**src/rtl/alu_md.sv**
```systemverilog
// alu_md: multi-cycle ALU; shift-add MUL/MULH, restoring DIVU/REMU only when ALU_MD_DIV_EN is defined.
// Latency 1 (logic/add/shift), WIDTH+1 (iterative ops); one op in flight, result held until out_ready.
module alu_md #(
  parameter int WIDTH = 32,
  parameter int SHW   = $clog2(WIDTH)
) (
  input  logic             clk,
  input  logic             reset,
  input  logic             in_valid,
  output logic             in_ready,
  input  logic [3:0]       op,
  input  logic [WIDTH-1:0] in_0,
  input  logic [WIDTH-1:0] in_1,
  output logic             out_valid,
  input  logic             out_ready,
  output logic [WIDTH-1:0] out,
  output logic             of,
  output logic             dz
);

  localparam int CW = $clog2(WIDTH);

  localparam logic [3:0] OP_AND  = 4'd0;
  localparam logic [3:0] OP_OR   = 4'd1;
  localparam logic [3:0] OP_XOR  = 4'd2;
  localparam logic [3:0] OP_ADDS = 4'd3;
  localparam logic [3:0] OP_ADDU = 4'd4;
  localparam logic [3:0] OP_SUBS = 4'd5;
  localparam logic [3:0] OP_SUBU = 4'd6;
  localparam logic [3:0] OP_SHRL = 4'd7;
  localparam logic [3:0] OP_SHLL = 4'd8;
  localparam logic [3:0] OP_SHRA = 4'd9;
  localparam logic [3:0] OP_MUL  = 4'd10;
  localparam logic [3:0] OP_MULH = 4'd11;
  localparam logic [3:0] OP_DIVU = 4'd12;
  localparam logic [3:0] OP_REMU = 4'd13;

  typedef enum logic [1:0] {IDLE, CALC, DONE} state_t;

  state_t           state_q, state_d;
  logic [3:0]       op_q;
  logic [WIDTH-1:0] opnd_q;
  logic [WIDTH-1:0] hi_q, lo_q;
  logic [CW-1:0]    cnt_q;

  logic             accept, is_mul, go_calc, last_step;
  logic [WIDTH-1:0] add_res, sub_res;
  logic [SHW-1:0]   shamt;
  logic [WIDTH-1:0] quick_out;
  logic             quick_of, quick_dz;
  logic [WIDTH:0]   mul_sum;
  logic [WIDTH-1:0] step_hi, step_lo, calc_res;

  assign in_ready  = (state_q == IDLE);
  assign out_valid = (state_q == DONE);
  assign accept    = in_valid && in_ready;

  assign add_res = in_0 + in_1;
  assign sub_res = in_0 - in_1;
  assign shamt   = in_1[SHW-1:0];
  assign is_mul  = (op == OP_MUL) || (op == OP_MULH);

`ifdef ALU_MD_DIV_EN
  // Divide by zero is resolved in one cycle; only real divides iterate.
  assign go_calc = is_mul || (((op == OP_DIVU) || (op == OP_REMU)) && (in_1 != '0));
`else
  assign go_calc = is_mul;
`endif

  always_comb begin
    quick_out = in_0;
    quick_of  = 1'b0;
    quick_dz  = 1'b0;
    case (op)
      OP_AND:  quick_out = in_0 & in_1;
      OP_OR:   quick_out = in_0 | in_1;
      OP_XOR:  quick_out = in_0 ^ in_1;
      OP_ADDS: begin
        quick_out = add_res;
        quick_of  = (in_0[WIDTH-1] == in_1[WIDTH-1]) && (add_res[WIDTH-1] != in_0[WIDTH-1]);
      end
      OP_ADDU: quick_out = add_res;
      OP_SUBS: begin
        quick_out = sub_res;
        quick_of  = (in_0[WIDTH-1] != in_1[WIDTH-1]) && (sub_res[WIDTH-1] != in_0[WIDTH-1]);
      end
      OP_SUBU: quick_out = sub_res;
      OP_SHRL: quick_out = in_0 >> shamt;
      OP_SHLL: quick_out = in_0 << shamt;
      OP_SHRA: quick_out = $unsigned($signed(in_0) >>> shamt);
      OP_MUL, OP_MULH: quick_out = '0;
`ifdef ALU_MD_DIV_EN
      OP_DIVU: begin
        quick_out = '1;
        quick_dz  = (in_1 == '0);
      end
      OP_REMU: begin
        quick_out = in_0;
        quick_dz  = (in_1 == '0);
      end
`else
      OP_DIVU, OP_REMU: quick_out = '0;
`endif
      default: quick_out = in_0;
    endcase
  end

  // Multiply: hi accumulates, lo holds the multiplier and shifts in product bits.
  assign mul_sum = {1'b0, hi_q} + {1'b0, opnd_q & {WIDTH{lo_q[0]}}};

`ifdef ALU_MD_DIV_EN
  // Divide: hi is the partial remainder, lo shifts dividend out and quotient in.
  logic [WIDTH:0] div_shift, div_trial;
  assign div_shift = {hi_q, lo_q[WIDTH-1]};
  assign div_trial = div_shift - {1'b0, opnd_q};
`endif

  always_comb begin
    step_hi = mul_sum[WIDTH:1];
    step_lo = {mul_sum[0], lo_q[WIDTH-1:1]};
`ifdef ALU_MD_DIV_EN
    if ((op_q == OP_DIVU) || (op_q == OP_REMU)) begin
      step_hi = div_trial[WIDTH] ? div_shift[WIDTH-1:0] : div_trial[WIDTH-1:0];
      step_lo = {lo_q[WIDTH-2:0], ~div_trial[WIDTH]};
    end
`endif
  end

  assign calc_res  = ((op_q == OP_MULH) || (op_q == OP_REMU)) ? step_hi : step_lo;
  assign last_step = (cnt_q == CW'(WIDTH - 1));

  always_ff @(posedge clk or posedge reset) begin
    if (reset) state_q <= IDLE;
    else       state_q <= state_d;
  end

  always_comb begin
    state_d = state_q;
    case (state_q)
      IDLE:    if (accept) state_d = go_calc ? CALC : DONE;
      CALC:    if (last_step) state_d = DONE;
      DONE:    if (out_ready) state_d = IDLE;
      default: state_d = IDLE;
    endcase
  end

  always_ff @(posedge clk or posedge reset) begin
    if (reset) begin
      op_q   <= '0;
      opnd_q <= '0;
      hi_q   <= '0;
      lo_q   <= '0;
      cnt_q  <= '0;
      out    <= '0;
      of     <= 1'b0;
      dz     <= 1'b0;
    end else if (accept) begin
      op_q   <= op;
      opnd_q <= is_mul ? in_0 : in_1;
      hi_q   <= '0;
      lo_q   <= is_mul ? in_1 : in_0;
      cnt_q  <= '0;
      if (!go_calc) begin
        out <= quick_out;
        of  <= quick_of;
        dz  <= quick_dz;
      end
    end else if (state_q == CALC) begin
      hi_q  <= step_hi;
      lo_q  <= step_lo;
      cnt_q <= cnt_q + CW'(1);
      if (last_step) begin
        cnt_q <= '0;
        out   <= calc_res;
        of    <= 1'b0;
        dz    <= 1'b0;
      end
    end
  end

endmodule

```
**config.mk**
```make
export PLATFORM = sky130hd
export DESIGN_NAME = alu_md
export DESIGN_NICKNAME = d
export VERILOG_FILES = /design/src/rtl/alu_md.sv
export SDC_FILE = /design/constraint.sdc
export NUM_CORES = 1
export LEC_CHECK = 0
export CORE_MARGIN = 3
export CORE_UTILIZATION = 34
export DETAILED_ROUTE_END_ITERATION = 7
export GPL_TIMING_DRIVEN = 0
export SLEW_MARGIN = 20
export SYNTH_ARGS = -nofsm -noshare
export SYNTH_HDL_FRONTEND = slang
export SYNTH_SLANG_ARGS = --single-unit
```
**constraint.sdc**
```tcl
create_clock -name clk -period 7.1 [get_ports clk]
set_input_delay 1.775 -clock clk [delete_from_list [all_inputs] [get_ports clk]]
set_output_delay 1.775 -clock clk [all_outputs]
set_load 0.03 [all_outputs]
```
# After elaboration in Yosys (flattened, before gate mapping)
# Index checks and enable logic that the tools add are counted.
classes:
  add_sub_neg: 4
  mul: 0
  div: 0
  order_cmp: 0
  eq_ne: 26
  n_shift: 3
  muxes: 27
  bitwise: 4
  reduce_logical: 14
op_table:
  columns: ["operator", "count"]
  rows:
  - ["$mux 32", 11]
  - ["$pmux 32 s9", 1]
  - ["$and 32x32->32", 2]
  - ["$add 32x32->33", 1]
  - ["$add 32x32->32", 1]
  - ["$eq 4x4->1 const B", 8]
  - ["$or 32x32->32", 1]
  - ["$shl 32x5->32", 1]
  - ["$shr 32x5->32", 1]
  - ["$sshr 32x5->32", 1]
  - ["$sub 32x32->32", 1]
  - ["$xor 32x32->32", 1]
  - ["$eq 4x3->1 const B", 4]
  - ["$mux 5", 3]
  - ["$eq 4x2->1 const B", 2]
  - ["$mux 2", 4]
  - ["$mux 1", 6]
  - ["$pmux 2 s3", 1]
  - ["$reduce_and 3->1", 2]
  - ["$add 5x1->5 const B", 1]
  - ["$eq 5x5->1 const B", 1]
  - ["$eq 4x1->1 const B", 1]
  - ["$logic_not 4->1", 1]
  - ["$ne 2x1->1 const B", 2]
  - ["12 further kinds", 20]
word_totals:
  regBits: 141
  latch_bits: 0
  mem_bits_rw: 0
  romBits: 0
  inputBits: 72
  out_inout_bits: 36
  word_cells: 87
  mem_count: 0

# Depth between registers and ports, before layout
# Gate-level depths: netlist (run 1).
depth:
  word_depth: 6
  mapped_depth: 16
  depth_no_buf: 14

# Worst setup path after synthesis (run 1)
# OpenSTA, ideal clock, no wires.
synth_path:
  kind: "input-to-reg"
  from: "in in_1[2]"
  to: "reg of"
  setup_ns: 0.129
  arrival_time_ns: 5.116
  required_ns: 6.971
  setup_slack_ns: 1.855
  stages: 16
  path_buffers: 4
  cell_sequence: "buf_2 inv_1 buf_2 buf_2 buf_1 ha_1 nor3_1 o311ai_0 a21oi_1 a211oi_1 o31ai_2 a31oi_1 a211oi_1 or2_2 nor3_1 a2111o_1"
synth_between:
  elab_chain_cells: 6
  elab_cells_between_ends: 9
  cone_classes: "2 x add/sub; 2 x eq/ne; 3 x mux; 2 x reduce/logical"
synth_rtl:
  columns: ["element", "line", "source"]
  rows:
  - ["start, declared", "13", "input logic [WIDTH-1:0] in_1,"]
  - ["$sub 32x32->32 or $add 32x32->32 (tied branches)", "59, 58", null]
  - ["$ne 1x1->1 (on tied branches)", "85, 80", null]
  - ["$logic_and 1x1->1 (on tied branches)", "85, 80", null]
  - ["$pmux 1 s2 (*)", "74", "case (op)"]
  - ["$mux 1 (*)", "163", "if (!go_calc) begin"]
  - ["$mux 1 (*)", "157", "end else if (accept) begin"]
  - ["end signal, assigned", "165", "of <= quick_of;"]
  - ["end, declared", "17", "output logic of,"]
# Mark *: on every way between the ends. The rest lies on a longest branch, timed or not. The select of a mux whose other input is x is not followed.
# A chain may end at the register's enable or synchronous reset.

# Worst setup path after layout (run 1)
layout_path:
  from: "in in_1[3]"
  to: "reg out[31]"
layout_between:
  elab_chain_cells: 4
  elab_cells_between_ends: 8
  cone_classes: "2 x add/sub; 3 x shift; 3 x mux"
layout_rtl:
  columns: ["element", "line", "source"]
  rows:
  - ["$sub 32x32->32 (tied with other cells)", "59", "assign sub_res = in_0 - in_1;"]
  - ["$pmux 32 s9 (*)", "74", null]
  - ["$mux 32 (*)", "163", null]
  - ["$mux 32 (*)", "157", null]
  - ["end signal, assigned", "164", "out <= quick_out;"]
  - ["end signal, assigned", "174", "out <= calc_res;"]
  - ["end, declared", "16", "output logic [WIDTH-1:0] out,"]
# Marks and branches as above.

==> results of run 1 <==
[worst max-delay path: cells and delay by family]
family,cells,cell delay [ns]
AO/OA/AOI/OAI,8,2.85
buffers and inverters,5,2.19
adder cells (fa/ha/maj),1,0.43
AND/OR/NAND/NOR,1,0.10
[area by class of cell]
type | count | area (um^2)
Timing Repair Buffer | 106 | 1079
Tap cell | 672 | 840.8
Antenna cell | 1 | 2.502
Fill cell | 5305 | 30490
Clock inverter | 13 | 168.9
Multi-Input combinational cell | 1956 | 12830
Inverter | 109 | 420.4
Clock buffer | 17 | 425.4
Buffer | 195 | 823.3
Sequential cell | 140 | 3503
[stage by stage]
| step | util | worst slack [ns] | area, um^2 | cells |
|---|---|---|---|---|
| after floorplan | - | 1.572 | 17550 | 2402 |
| after global placement | 0.3845 | -1.080 | 19450 | 3179 |
| after detailed placement | 0.3851 | -1.075 | 19480 | 3180 |
| after CTS | 0.3968 | 0.03999 | 20070 | 3208 |
| after global routing | 0.3972 | 0.01917 | 20090 | 3208 |
| final | 0.3973 | 0.04244 | 20100 | 3209 |
[power groups by stage]
stage / registers (mW) / logic, mW / clock network (mW)
6_report: 1.30 / 2.59 / 0.921
5_1_grt: 1.33 / 2.77 / 0.959
4_1_cts: 1.29 / 2.53 / 0.925
3_5_place_dp: 1.30 / 2.52 / 0
3_3_place_gp: 1.29 / 2.50 / 0
2_1_floorplan: 1.39 / 1.44 / 0
[synth_stat cells (all sizes together), types with 31 or more instances]
cell type | n | share of area
a211oi | 79 | 0.034
a21oi | 253 | 0.072
a31oi | 55 | 0.020
and2 | 43 | 0.015
buf | 53 | 0.016
clkbuf | 144 | 0.031
dfrtp | 140 | 0.20
ha | 139 | 0.099
inv | 108 | 0.023
mux2i | 58 | 0.033
mux4 | 31 | 0.040
nand2 | 270 | 0.058
nand3 | 64 | 0.018
nor2 | 246 | 0.053
nor3 | 39 | 0.011
o211ai | 41 | 0.018
o21ai | 214 | 0.061
[routing by layer]
layer  track usage  part of all wire  vias up
li1              -                 -     9046
met4        0.1636             0.053        4
met1        0.4480              0.41    10150
met2        0.5711              0.46     1113
met5             0           0.00024        -
met3       0.05610             0.085      221
[flip-flops by register name, summed over array words and instances (netlist names)]
register and flops:
op_q 4, of 1, lo_q 32, cnt_q 5
hi_q 32, state_q 2, out 32, opnd_q 32
[worst paths after layout]
check                                 end  slack (ns)
worst max register to register    out[30]        3.01
worst min-delay path            opnd_q[0]        0.47
worst min register to register  opnd_q[0]        0.47
worst max-delay path              out[31]        0.04
min in group asynchronous        hi_q[27]        1.74
max in group asynchronous         hi_q[7]        4.55
[cell families after synthesis]
logic type,Yosys count,synth area share
AO/OA/AOI/OAI,895,0.3241
XOR/XNOR,32,0.01597
adder cells (fa/ha/maj),142,0.1025
buffers and inverters,306,0.07049
flip-flops,140,0.1996
multiplexers,118,0.09145
other,1,0.0002136
AND/OR/NAND/NOR,768,0.1957
[timing repair]
item	CTS	global route
resized for setup	2	6
endpoints found under the setup margin	13	6
setup buffers	0	0
==> run metrics, run 1 <==
run status finished, final reports clean; Die Height roughly 230 um; slowest stage delay, CP approximately 0.82 ns; Buffers on Ports roughly 110; Area Overhead vs Synth 14.48%; Comb pwr share 0.538; Clock Power Share 0.192; Num CTS Buffers 17; register bit total from synthesis 140; IO Count roughly 110; Hold WS around 0.47 ns; Final TNS setup 0 ns; Setup crit start kind input pin; Worst-Margin Slew between 1 and 1.5 ns; starting density of the core 0.3471; GR Overflow Total 0; Placement Rows 82; number of clock sinks 140; Net Sw Frac 0.4752; Hold Path Depth 2; largest fanout on the critical path 13; power density of the placed cells ~240 mW/mm^2; ordered list of cells on the worst path clkdlybuf4s50_1, clkinvlp_4, clkbuf_1, buf_2, ha_1, inv_1, o41a_1, a211o_1, a2111oi_2, o211ai_1, a21oi_1, o41ai_1, o21ai_0, nand3_1, a31oi_1; first-pass GRT wire length between 100000 and 150000 um; CTS tree built; Final Skew just over 0.009 ns; CORE AREA between 0.05 and 0.06 mm^2; EDFF count, synth 0; R2R cell count 9; Clk Tree Root Cell clkbuf_16; fin crit share 0.9940; CP Capture Type flip-flop; syn_nets roughly 2600; HP Class flip-flop to flip-flop; Pint ~2.5 mW; Worst VDD drop 0.1457 mV; dpl hpwl a little under 80000 um; clock buffer depth 2; Vias a little over 20000; Final Hold Viols 0; Final Power roughly 4.8 mW; Critical Path RT ~7.4 ns; routed wire length about 97000 um; post-synthesis sequential area ratio 0.1996; initial antenna violation count 2; final critical path time including I/O delays and setup roughly 7 ns; Routed Antenna Nets 0; synth warn 0; Post-route DRC 0; clock transition at the registers of the reported paths around 0.07 ns; R2R Path Start state_q[0]; slowest cell on the critical path clkdlybuf4s50_1; CTS H-tree lvls 4; max-slew violations 0; vias in the first global route around 20000; share of layout cells above drive strength 1 0.06151; clk_lat worst skew approximately 0.44 ns; most common cell after layout, fill and taps aside nand2_1; RSZ-0062 raised after global routing false; Post-CTS Hold Fix Bufs 0; Synth cell types between 80 and 90; Arr. time, crit path 7.36 ns; Synth async-reset ratio 1.000; chip width about 230 um; Pre-antenna DRT Iters 7; commonest non-fill, non-tap cells in the layout nand2_1 (270), a21oi_1 (252), nor2_1 (246); Final setup viols 0; Via density ~6.4; Net Sw Power about 2.3 mW; All-Layer GR Usage 0.3485; initial DRC count 2490; sequential fraction of design power 0.270; Leak Pwr between 8 and 9 nW; relative slew slack 0.1783; Hold Startpoint opnd_q[0]; syn avg cell area between 7 and 8 um^2; die area 0.05439 mm^2; top_reg_cell synth dfrtp_1; Crit. Startpoint in_1[3]; GP Congestion between 1 and 1.5; f_max 141.7 MHz; critical path class input pin to flip-flop; area of the mapped netlist around 0.018 mm^2; Cells after Synth 2402; nets@finish around 2700; Routed wire per std cell a little over 30 um; Max-cap violations 0; largest net degree at the start of global routing 96
Power figures use the tool's default switching activity.
==> inputs of run 2 (changes only) <==
--- a/config.mk
+++ b/config.mk
@@ -7,6 +7,7 @@
 export LEC_CHECK = 0
 export CORE_MARGIN = 3
 export CORE_UTILIZATION = 34
+export CTS_CLUSTER_SIZE = 14
 export DETAILED_ROUTE_END_ITERATION = 7
 export GPL_TIMING_DRIVEN = 0
 export SLEW_MARGIN = 20
==> results of run 2 <==
The final DEF is identical to that of run 1; final timing and power are the same.
